--- config.mk ---
export PLATFORM = sky130hd
export DESIGN_NAME = pattern_scan_ctrl
export DESIGN_NICKNAME = d
export VERILOG_FILES = /design/src/rtl/pattern_scan_ctrl.sv
export SDC_FILE = /design/constraint.sdc
export NUM_CORES = 1
export LEC_CHECK = 0
export CORE_UTILIZATION = 53
export CTS_CLUSTER_SIZE = 16
export DETAILED_ROUTE_END_ITERATION = 12
export PLACE_DENSITY = 0.8
export SETUP_SLACK_MARGIN = 0.3
export SKIP_LAST_GASP = 1
export SYNTH_ARGS = -nofsm -noshare
export SYNTH_HDL_FRONTEND = slang
export SYNTH_SLANG_ARGS = --single-unit
--- constraint.sdc ---
create_clock -name clk -period 3.1 [get_ports clk]
set_clock_uncertainty 0.2 [all_clocks]
set_input_delay 0.62 -clock clk [delete_from_list [all_inputs] [get_ports clk]]
set_output_delay 0.62 -clock clk [all_outputs]
set_load 0.01 [all_outputs]
--- src/rtl/pattern_scan_ctrl.sv ---
`default_nettype none
// ============================================================================
// pattern_scan_ctrl : word-fed serializer driving a configurable overlapping
//                     pattern matcher with a saturating match counter.
// Revision 1.0
// ============================================================================
module pattern_scan_ctrl #(
  parameter int DATA_W  = 8,
  parameter int PAT_MAX = 8,
  parameter int CNT_W   = 16,
  localparam int LEN_W  = $clog2(PAT_MAX) + 1
) (
  input  logic               clk,
  input  logic               reset,
  input  logic               cfg_we,
  input  logic [PAT_MAX-1:0] cfg_pattern,
  input  logic [LEN_W-1:0]   cfg_len,
  input  logic               s_valid,
  input  logic [DATA_W-1:0]  s_data,
  output logic               s_ready,
  output logic               busy,
  output logic               match_o,
  output logic [CNT_W-1:0]   match_cnt,
  output logic               done,
  output logic               cfg_err
);

  localparam int BCNT_W = (DATA_W > 1) ? $clog2(DATA_W) : 1;

  typedef enum logic [1:0] {
    S_IDLE  = 2'd0,
    S_SHIFT = 2'd1,
    S_DONE  = 2'd2
  } state_t;

  state_t              r_state;
  state_t              w_state_nxt;
  logic [DATA_W-1:0]   r_shift;
  logic [BCNT_W-1:0]   r_bitcnt;
  logic [PAT_MAX-1:0]  r_hist;
  logic [PAT_MAX-1:0]  r_pat;
  logic [LEN_W-1:0]    r_seen;
  logic [LEN_W-1:0]    r_len;
  logic [CNT_W-1:0]    r_cnt;
  logic                r_match;
  logic                r_cfg_err;

  logic                w_accept;
  logic                w_cfg_legal;
  logic                w_cfg_ok;
  logic                w_bit;
  logic [PAT_MAX-1:0]  w_hist_nxt;
  logic [PAT_MAX-1:0]  w_mask;
  logic [LEN_W:0]      w_seen_p1;
  logic                w_match;

  assign w_accept    = s_valid & s_ready;
  assign w_cfg_legal = (cfg_len != '0) && (cfg_len <= LEN_W'(PAT_MAX));
  assign w_cfg_ok    = cfg_we && (r_state == S_IDLE) && w_cfg_legal;

  assign w_bit       = r_shift[DATA_W-1];
  assign w_hist_nxt  = (r_hist << 1) | PAT_MAX'(w_bit);
  assign w_seen_p1   = {1'b0, r_seen} + (LEN_W+1)'(1);

  // Only the low r_len bits of history and pattern take part in the compare.
  always_comb begin
    w_mask = '0;
    for (int i = 0; i < PAT_MAX; i++) begin
      w_mask[i] = (i < int'(r_len));
    end
  end

  assign w_match = (r_state == S_SHIFT) &&
                   (w_seen_p1 >= {1'b0, r_len}) &&
                   (((w_hist_nxt ^ r_pat) & w_mask) == '0);

  always_ff @(posedge clk or posedge reset) begin
    if (reset) begin
      r_state <= S_IDLE;
    end else begin
      r_state <= w_state_nxt;
    end
  end

  always_comb begin
    w_state_nxt = r_state;
    s_ready     = 1'b0;
    busy        = 1'b1;
    done        = 1'b0;
    case (r_state)
      S_IDLE: begin
        busy    = 1'b0;
        s_ready = ~cfg_we;
        if (w_accept) w_state_nxt = S_SHIFT;
      end
      S_SHIFT: begin
        if (r_bitcnt == '0) w_state_nxt = S_DONE;
      end
      S_DONE: begin
        done        = 1'b1;
        w_state_nxt = S_IDLE;
      end
      default: w_state_nxt = S_IDLE;
    endcase
  end

  always_ff @(posedge clk or posedge reset) begin
    if (reset) begin
      r_shift   <= '0;
      r_bitcnt  <= '0;
      r_hist    <= '0;
      r_pat     <= PAT_MAX'(5);
      r_seen    <= '0;
      r_len     <= LEN_W'(3);
      r_cnt     <= '0;
      r_match   <= 1'b0;
      r_cfg_err <= 1'b0;
    end else begin
      r_match   <= w_match;
      r_cfg_err <= cfg_we & ~w_cfg_ok;
      if (w_cfg_ok) begin
        r_pat  <= cfg_pattern;
        r_len  <= cfg_len;
        r_hist <= '0;
        r_seen <= '0;
        r_cnt  <= '0;
      end else if (r_state == S_SHIFT) begin
        r_shift  <= r_shift << 1;
        r_bitcnt <= r_bitcnt - BCNT_W'(1);
        r_hist   <= w_hist_nxt;
        if (r_seen < LEN_W'(PAT_MAX)) r_seen <= r_seen + LEN_W'(1);
        // Counter sticks at all-ones rather than wrapping.
        if (w_match && (r_cnt != '1)) r_cnt <= r_cnt + CNT_W'(1);
      end
      if (w_accept) begin
        r_shift  <= s_data;
        r_bitcnt <= BCNT_W'(DATA_W - 1);
      end
    end
  end

  assign match_o   = r_match;
  assign match_cnt = r_cnt;
  assign cfg_err   = r_cfg_err;

endmodule
`default_nettype wire

==> flow_summary.yaml, run 1 <==
timing:
  period_needed_ns: 2.688
  slew_viol_final: 0
  setup-tns-final_ns: 0
  layout_worst_path_cycle_share: 0.8671
  fmax_mhz: 372.0
  setup_violations: 0
  rsz0062_at_grt: "false"
  max_slew_margin: 0.5537
  worst_slew_pin_slew_ns: 0.6681
  hold_violations: 0
cts:
  worstSkewPairLatency_ns: 0.32
  clock-sinks: 54
  root_buffer: "clkbuf_8"
  numCtsBuffers: 5
  clockBufferDepth: 2
  cts_max_level: 2
  cts_tree: "built"
  clk_pin_slew_ns: 0.10
setup_path:
  arrival_ns: 1.87
  required_ns: 2.28
  worstSetupPathType: "in2out"
  rr_worst_depth: 9
  reg2reg_from: "r_seen[0]"
  end_kind: "output pin"
  r2r_end: "match_cnt[13]"
  endpoint: "s_ready"
  crit_start: "cfg_we"
  startpoint_type: "input port"
  ff2ff_setup_slack_ns: 0.41
  crit_fanout: 4
yosys:
  yosysMostFrequentCell: "nand2_1"
  synth_mux_area_frac: 0
  synthFlopType: "dfrtp_1"
  synthSimpleGateAreaFrac: 0.2294
  synthArstFlopShare: 1.000
  syn_nets: 333
  syn_area_per_cell_um2: 8.987
  synthCells: 301
  ys_top_cells_by_area: "dfrtp_1 (46%), nand2_1 (10%), dfstp_2 (3.9%)"
  yosys.area_share.adder: 0.03700
  synth_edf_count: 0
  synth_top_cells_by_count: "nand2_1 (73), dfrtp_1 (50), a21oi_1 (20), nor2_1 (16), nand3_1 (13)"
  ys_seq_area_frac: 0.5014
  synth_warnings: 0
  syn-cell-area_mm2: 0.002705
  synth_top_family_by_area: "simple AND/OR/NAND/NOR gates"
  yosysTopAreaCell: "dfrtp_1"
  ys_ff_latch: 54
  yosys.cell_types.count: 34
  synth-compound-area-share: 0.1485
  synth_top_area_frac: 0.4625
  synth_xor_xnor_area_share: 0.04533
place:
  place_congestion: 0.7670
  portBuffers: 44
  dpl.cell_count: 405
  dp_hpwl_um: 3977
  place_area_mm2: 0.003232
final_layout:
  antennaDiodeCount: 0
  fin_area_mm2: 0.003411
  layout-drive-gt1-share: 0.08547
  area_delta_synth_final_pct: 26.09
  nNetsFinal: 382
  final_cells: 418
floorplanning:
  initial_core_util: 0.5616
  die-area_mm2: 0.005393
  die_w_um: 73.44
  coreArea_mm2: 0.004817
  die_h_um: 73.44
  rows: 25
  io_pins: 45
grt:
  grt-ovfl-total: 0
  grt_pass1_wl_um: 9570
  globalRouteTotalUtil: 0.2361
  grt_max_degree: 36
  antenna_found_initial: 0
  first_global_vias: 2200
pwr:
  power_frac_seq: 0.412
  power.leakage_nw: 1.475
  combPwrFrac: 0.413
  p_switching_mw: 1.110
  p_int_mw: 1.733
  pwr-share-clk: 0.175
  sw_frac_of_total: 0.3904
  max-vdd-ir-drop_mv: 0.4473
  power_density_mw_per_mm2: 833.6
  power_mw: 2.843
detailed_routing:
  drcViolationCount: 0
  ant_nets: 0
  finalWirelength_um: 5899
  drtIter0Drc: 139
  drt-pass1-iter-count: 4
  vias: 2323
  drt-wirelength-per-cell_um: 14.11
  via_per_inst: 5.557
flow_run:
  max_cap_violations: 0
outcome:
  outcome: "finished, final reports clean"
hold_path:
  hp-class: "reg2reg"
==> how the worst min path moves through the flow <==
stage	endpoint	start	cells past startpoint	slack, ns
3_3_place_gp	r_pat[0]	r_pat[0]	2	0.26
4_1_cts	r_pat[2]	r_pat[2]	2	0.28
6_report	r_pat[0]	r_pat[0]	2	0.28
5_1_grt	r_pat[2]	r_pat[2]	2	0.30
2_1_floorplan	r_pat[0]	r_pat[0]	2	0.25
3_5_place_dp	r_pat[0]	r_pat[0]	2	0.26
==> routing by layer <==
layer | global-route usage | up-vias | part of all wire
met5 | 0 | - | 0
met2 | 0.3843 | 56 | 0.49
met4 | 0.1175 | 0 | 0.014
met1 | 0.3040 | 1123 | 0.45
li1 | - | 1135 | -
met3 | 0.04115 | 9 | 0.043
==> cells by family after synthesis <==
logic type | count (synthesis)
simple gates | 135
compound gates | 65
buf+inv | 25
xor+xnor | 14
flops | 54
fa+ha+maj | 8
==> repair_timing <==
| item | 4_1_cts | 5_1_grt |
|---|---|---|
| gates resized for setup | 0 | 3 |
| hold buffers | 0 | 0 |
| setup endpoints to repair | 0 | 8 |
| buffers inserted | 0 | 4 |
==> power groups by stage <==
stage / Sequential, mW / Combinational, mW / Clock, mW
4_1_cts: 1.17 / 1.07 / 0.510
3_3_place_gp: 1.17 / 1.02 / 0
5_1_grt: 1.20 / 1.33 / 0.527
2_1_floorplan: 1.13 / 0.768 / 0
3_5_place_dp: 1.17 / 1.07 / 0
6_report: 1.17 / 1.17 / 0.497
==> flip-flops by register name, summed over array words and instances, names as in the netlist, 2 cells and up <==
name and count:
match_cnt 16, r_pat 8, r_shift 8, r_hist 7, r_len 4, r_seen 4, r_bitcnt 3, r_state 2
==> per-stage QoR <==
stage / setup WS, ns / util / hold WS, ns
after floorplan: 0.7667 / - / 0.2455
after global placement: 0.4271 / 0.6709 / 0.2629
after detailed placement: 0.3293 / 0.6709 / 0.2614
after CTS: 0.3219 / 0.6951 / 0.2774
after global routing: 0.2735 / 0.7081 / 0.3028
final: 0.4120 / 0.7081 / 0.2765
==> critical path, stage by stage <==
cell,delay [ns]
clkdlybuf4s50_1,0.49
nor2_1,0.20
clkdlybuf4s50_1,0.56
==> layout by cell type (no fill, tap or decap), types with 8 or more instances in the layout <==
cell type	count
buf_4	10
a31oi_1	11
ha_1	8
xnor2_1	9
o21ai_0	10
dfrtp_1	50
nand3_1	13
nand2_1	73
inv_1	10
clkdlybuf4s50_1	44
nor2_1	16
a21oi_1	20
==> final cells by class <==
| class | count | area, um^2 |
|---|---|---|
| flip-flops and latches | 54 | 1356 |
| fillers | 391 | 1406 |
| inverters | 11 | 41.29 |
| clock inverters | 3 | 47.55 |
| repair buffers | 55 | 535.5 |
| well taps | 67 | 83.83 |
| clock buffers | 5 | 68.82 |
| multi-input cells | 223 | 1277 |
Power figures use the tool's default switching activity.
==> run 2: changes to the inputs <==
- CORE_UTILIZATION: 53 -> 60
- DONT_BUFFER_PORTS: default -> 1
- PLACE_DENSITY: 0.8 -> 0.76
==> run 2 against run 1 <==
  * Sequential power barely moved
  * Register-to-register slack improved by 0.06 ns
  * Clock-buffer cell count rose by 2
  * Die area fell by 11%
  * Wire length fell by 9.9%
  * Critical path depth rose by 6
  * Sequential cell count did not move
  * Via count fell by 11%
  * Combinational power fell by 10%
  * Final cell count fell by 14%
==> flow_summary.yaml, run 2 (synthesis gave the netlist of run 1 again) <==
outcome:
  outcome: "finished, final reports clean"
setup_path:
  cp_slowest_cell: "dfrtp_1"
  cp_common_cell: "ha_1"
  ff2ff_setup_slack_ns: 0.47
  crit_buf_inv: 1
  rr_worst_depth: 9
  reg2reg_from: "r_seen[0]"
  crit_fanout: 13
  r2r_end: "match_cnt[3]"
  worstSetupPathType: "reg2reg"
  crit_start: "r_seen[0]"
  arrival_ns: 2.66
  end_kind: "register"
  crit_chain: "ha_1 -> xor2_1 -> ha_1 -> o21ai_0 -> o21ai_2 -> nand4_4 -> buf_6 -> or3_1 -> a21oi_1"
  cpPeakStageDelay_ns: 0.43
  required_ns: 3.13
  startpoint_type: "register"
  cpLargestDelayFamily: "simple AND/OR/NAND/NOR gates"
detailed_routing:
  vias: 2072
  finalWirelength_um: 5314
  drcViolationCount: 0
  drt-pass1-iter-count: 4
  ant_nets: 0
  drt-wirelength-per-cell_um: 14.84
  via_per_inst: 5.788
  drtIter0Drc: 175
timing:
  layout_worst_path_cycle_share: 0.8477
  rsz0062_at_grt: "false"
  hold_violations: 0
  period_needed_ns: 2.628
  hold_ws_ns: 0.1974
  max_slew_margin: 0.6185
  setup-tns-final_ns: 0
  worst_slew_pin_slew_ns: 0.5709
  fmax_mhz: 380.5
  setup_violations: 0
  slew_viol_final: 0
grt:
  first_global_vias: 2011
  grt_pass1_wl_um: 8825
  grt-ovfl-total: 0
  grt_max_degree: 36
  globalRouteTotalUtil: 0.2310
  antenna_found_initial: 0
final_layout:
  final_common_cell: "nand2_1"
  largest_register_ffs: 16
  area_delta_synth_final_pct: 7.401
  nNetsFinal: 337
  antennaDiodeCount: 0
  layout-drive-gt1-share: 0.08497
  layout_common_cells: "nand2_1 (73), dfrtp_1 (50), a21oi_1 (20), nor2_1 (16), nand3_1 (13)"
  fillers: 361
floorplanning:
  rows: 24
  coreArea_mm2: 0.004354
  io_pins: 45
  die_h_um: 69.15
  die-area_mm2: 0.004781
  die_w_um: 69.15
  initial_core_util: 0.6213
pwr:
  power.leakage_nw: 1.295
  power_density_mw_per_mm2: 906.3
  max-vdd-ir-drop_mv: 0.4649
place:
  place_congestion: 0.8304
  dp_hpwl_um: 3658
  portBuffers: 0
cts:
  clk_pin_slew_ns: 0.09
  clockBufferDepth: 2
  numCtsBuffers: 5
  cts_tree: "built"
  clock-sinks: 54
  root_buffer: "clkbuf_8"
  cts_max_level: 2
  worstSkewPairLatency_ns: 0.31
flow_run:
  max_cap_violations: 0
hold_path:
  hold_end: "r_len[0]"
  hp-class: "in2reg"
  holdPathStages: 2
  min-delay-start: "cfg_len[0]"
run 2: cell types whose count changed in the layout (fill, tap and decap cells not counted), sizes merged:
cell	previous run	this run
buf	11	9
inv	13	11
clkdlybuf4s50	44	0
bufinv	1	0
dlygate4sd3	0	1
clkbuf	5	7
clkinv	0	1
run 2: power by group:
part,internal (mW),switching [mW],leakage [nW]
registers,0.961,0.216,0.695
clock network,0.181,0.222,0.0482
logic,0.449,0.606,0.552
total,1.59,1.04,1.30
run 2: how the worst max path moves through the flow:
| stage | to | slack [ns] | cells after the start |
|---|---|---|---|
| after global routing | match_cnt[3] | 0.29 | 9 |
| after global placement | match_cnt[14] | 0.36 | 9 |
| after floorplan | match_cnt[15] | 0.77 | 10 |
| final | match_cnt[3] | 0.47 | 9 |
| after detailed placement | match_cnt[3] | 0.29 | 9 |
| after CTS | match_cnt[3] | 0.36 | 9 |
run 2: per-layer routing:
| layer | global-route usage | vias to the layer above | part of all wire |
|---|---|---|---|
| li1 | - | 1049 | - |
| met1 | 0.3251 | 980 | 0.48 |
| met2 | 0.3560 | 38 | 0.47 |
| met3 | 0.05848 | 5 | 0.045 |
| met4 | 0.06803 | 0 | 0.0090 |
| met5 | 0 | - | 0 |
run 2: stage by stage:
stage	util	instance area (um^2)	worst slack, ns	std cells	total power [mW]
2_1_floorplan	-	2705	0.7667	301	1.902
3_5_place_dp	0.6356	2768	0.2917	347	2.143
4_1_cts	0.6609	2878	0.3646	356	2.566
6_report	0.6672	2905	0.4720	358	2.633
5_1_grt	0.6672	2905	0.2912	358	2.844
3_3_place_gp	0.6356	2768	0.3647	347	2.099
run 2: layout make-up:
class	count	area, um^2	area share
Tap cell	52	65.06	0.02239
Clock inverter	1	5.005	0.001723
Sequential cell	54	1356	0.4668
Timing Repair Buffer	10	81.33	0.02799
Multi-Input combinational cell	223	1270	0.4371
Inverter	11	41.29	0.01421
Clock buffer	7	86.33	0.02972
run 2: timing repair:
item / 4_1_cts / 5_1_grt
resized for setup: 1 / 2
setup endpoints to repair: 3 / 7
endpoints found under the hold margin: 15 / 0
hold buffers: 1 / 0
pin swaps: 0 / 2
setup buffers: 0 / 1
gates cloned: 0 / 1
==> run 3: changes to the inputs <==
- CORE_UTILIZATION: 60 -> 57
- PLACE_DENSITY: 0.76 -> 0.75
- clock period: 3.1 -> 2.2 ns (I/O delays scaled with it)
==> run 3 against run 2 <==
  * The run now ends with design-rule violations, negative setup slack left
  * Global-route usage up 3.3 points
  * First-iteration DRC count decreased by 31%
  * Clock power rose by 73%
  * Largest cell class is now multi-input combinational cells
  * Largest power group is now combinational logic
==> flow_summary.yaml, run 3 (synthesis gave the netlist of run 1 again) <==
setup_path:
  reg2reg_from: "r_seen[1]"
  startpoint_type: "register"
  rr_worst_depth: 8
  arrival_ns: 2.46
  ff2ff_setup_slack_ns: -0.22
  end_kind: "register"
  crit_chain: "ha_4 -> ha_1 -> a211oi_1 -> o21ai_4 -> nand4_4 -> buf_4 -> or3_1 -> a21oi_1"
  required_ns: 2.23
  crit_fanout: 6
  r2r_end: "match_cnt[5]"
  cp_slowest_cell: "dfrtp_1"
  worstSetupPathType: "reg2reg"
  cpPeakStageDelay_ns: 0.44
detailed_routing:
  via_per_inst: 5.914
  drt-wirelength-per-cell_um: 16.05
  finalWirelength_um: 6372
  drcViolationCount: 4
  vias: 2348
  ant_nets: 0
  drt-pass1-iter-count: 10
  drtIter0Drc: 121
pwr:
  power_mw: 4.191
  max-vdd-ir-drop_mv: 0.7404
  power.leakage_nw: 1.518
  power_density_mw_per_mm2: 1252
timing:
  rsz0062_at_grt: "true"
  period_needed_ns: 2.425
  setup_violations: 16
  final.setup.worst_slack_ns: -0.2249
  hold_violations: 0
  layout_worst_path_cycle_share: 1.102
  max_slew_margin: 0.6127
  worst_slew_pin_slew_ns: 0.5798
  slew_viol_final: 0
  fmax_mhz: 412.4
grt:
  grt_pass1_wl_um: 10290
  grt-ovfl-total: 0
  antenna_found_initial: 0
  globalRouteTotalUtil: 0.2638
  first_global_vias: 2255
  grt_max_degree: 31
floorplanning:
  io_pins: 45
  rows: 24
  die_w_um: 70.89
  die_h_um: 70.89
  coreArea_mm2: 0.004444
  initial_core_util: 0.6087
  die-area_mm2: 0.005025
final_layout:
  largest_register_ffs: 16
  final_cells: 397
  layout-drive-gt1-share: 0.2261
  final_common_cell: "nand2_1"
  area_delta_synth_final_pct: 23.77
  layout_common_cells: "nand2_1 (72), dfrtp_1 (50), buf_4 (44), a21oi_1 (17), nor2_1 (16)"
  antennaDiodeCount: 0
  nNetsFinal: 376
flow_run:
  max_cap_violations: 0
hold_path:
  min-delay-start: "cfg_pattern[2]"
  hold_end: "r_pat[2]"
  hp-class: "in2reg"
  holdPathStages: 2
cts:
  root_buffer: "clkbuf_8"
  cts_tree: "built"
  clockBufferDepth: 2
  worstSkewPairLatency_ns: 0.31
  numCtsBuffers: 5
  cts_max_level: 2
  clock-sinks: 54
  clk_pin_slew_ns: 0.10
place:
  dpl.cell_count: 384
  portBuffers: 0
  dp_hpwl_um: 4379
  place_congestion: 0.8427
outcome:
  violations: "design-rule violations, negative setup slack"
  outcome: "finished with violations"
[run 3: cell types whose count changed in the layout (fill, tap and decap cells not counted), moves of 2 or more]
cell,delta
a31oi_2,+2
o311ai_1,-2
a21oi_1,-3
inv_6,+2
a31oi_1,-2
dlygate4sd3_1,+2
buf_4,+36
a21oi_2,+3
o311ai_4,+2
[run 3: final cells by class]
class                      instances  area (um^2)
multi-input combinational        223         1374
sequential                        54         1356
fill                             315         1096
timing repair buffer              49        391.6
clock buffer                       5        68.82
tap                               52        65.06
clock inverter                     3        47.55
inverter                          11        45.04
[run 3: report_power, final]
| group | total (mW) | internal (mW) | switching, mW | leakage (nW) |
|---|---|---|---|---|
| Combinational | 1.88 | 0.815 | 1.06 | 0.764 |
| Sequential | 1.62 | 1.35 | 0.265 | 0.695 |
| Clock | 0.698 | 0.348 | 0.350 | 0.0591 |
| Total | 4.19 | 2.52 | 1.68 | 1.52 |
[run 3: worst max path at each step]
stage / start / cells past startpoint / endpoint
2_1_floorplan: r_seen[0] / 9 / match_cnt[14]
3_3_place_gp: r_seen[1] / 9 / match_cnt[3]
3_5_place_dp: r_seen[1] / 9 / match_cnt[5]
4_1_cts: r_seen[1] / 9 / match_cnt[5]
5_1_grt: r_seen[0] / 8 / match_cnt[15]
6_report: r_seen[1] / 8 / match_cnt[5]
[run 3: critical path: cells and delay by family (launching register included)]
family / cells / cell delay [ns]
flops: 1 / 0.44
compound gates: 3 / 0.49
simple gates: 2 / 0.46
buf+inv: 1 / 0.20
fa+ha+maj: 2 / 0.54
[run 3: stage by stage]
step	setup WS [ns]	util	hold slack, ns	area (um^2)	setup TNS, ns
final	-0.2249	0.7534	0.0004783	3348	-2.494
after global routing	-0.3130	0.7534	0.001006	3348	-4.187
after CTS	-0.2444	0.7292	0.0002742	3241	-2.557
after floorplan	-0.04112	-	0.2455	2718	-0.1965
after detailed placement	-0.3029	0.6895	0.2082	3064	-3.416
after global placement	-0.2148	0.6895	0.1935	3064	-2.403
[run 3: timing repair]
action / CTS / global route
pin swaps: 1 / 2
hold endpoints to repair: 23 / 0
gates resized for setup: 4 / 17
setup buffers: 1 / 0
hold buffers: 3 / 0
setup endpoints to repair: 24 / 21
cloned: 0 / 1
[run 3: layer usage]
| layer | GRT usage | vias to the layer above | wire, um |
|---|---|---|---|
| met4 | 0.09333 | 0 | 138 |
| met1 | 0.3767 | 1132 | 2875 |
| met2 | 0.4028 | 75 | 2961 |
| met3 | 0.05698 | 13 | 397 |
| li1 | - | 1128 | - |
| met5 | 0 | - | 0 |
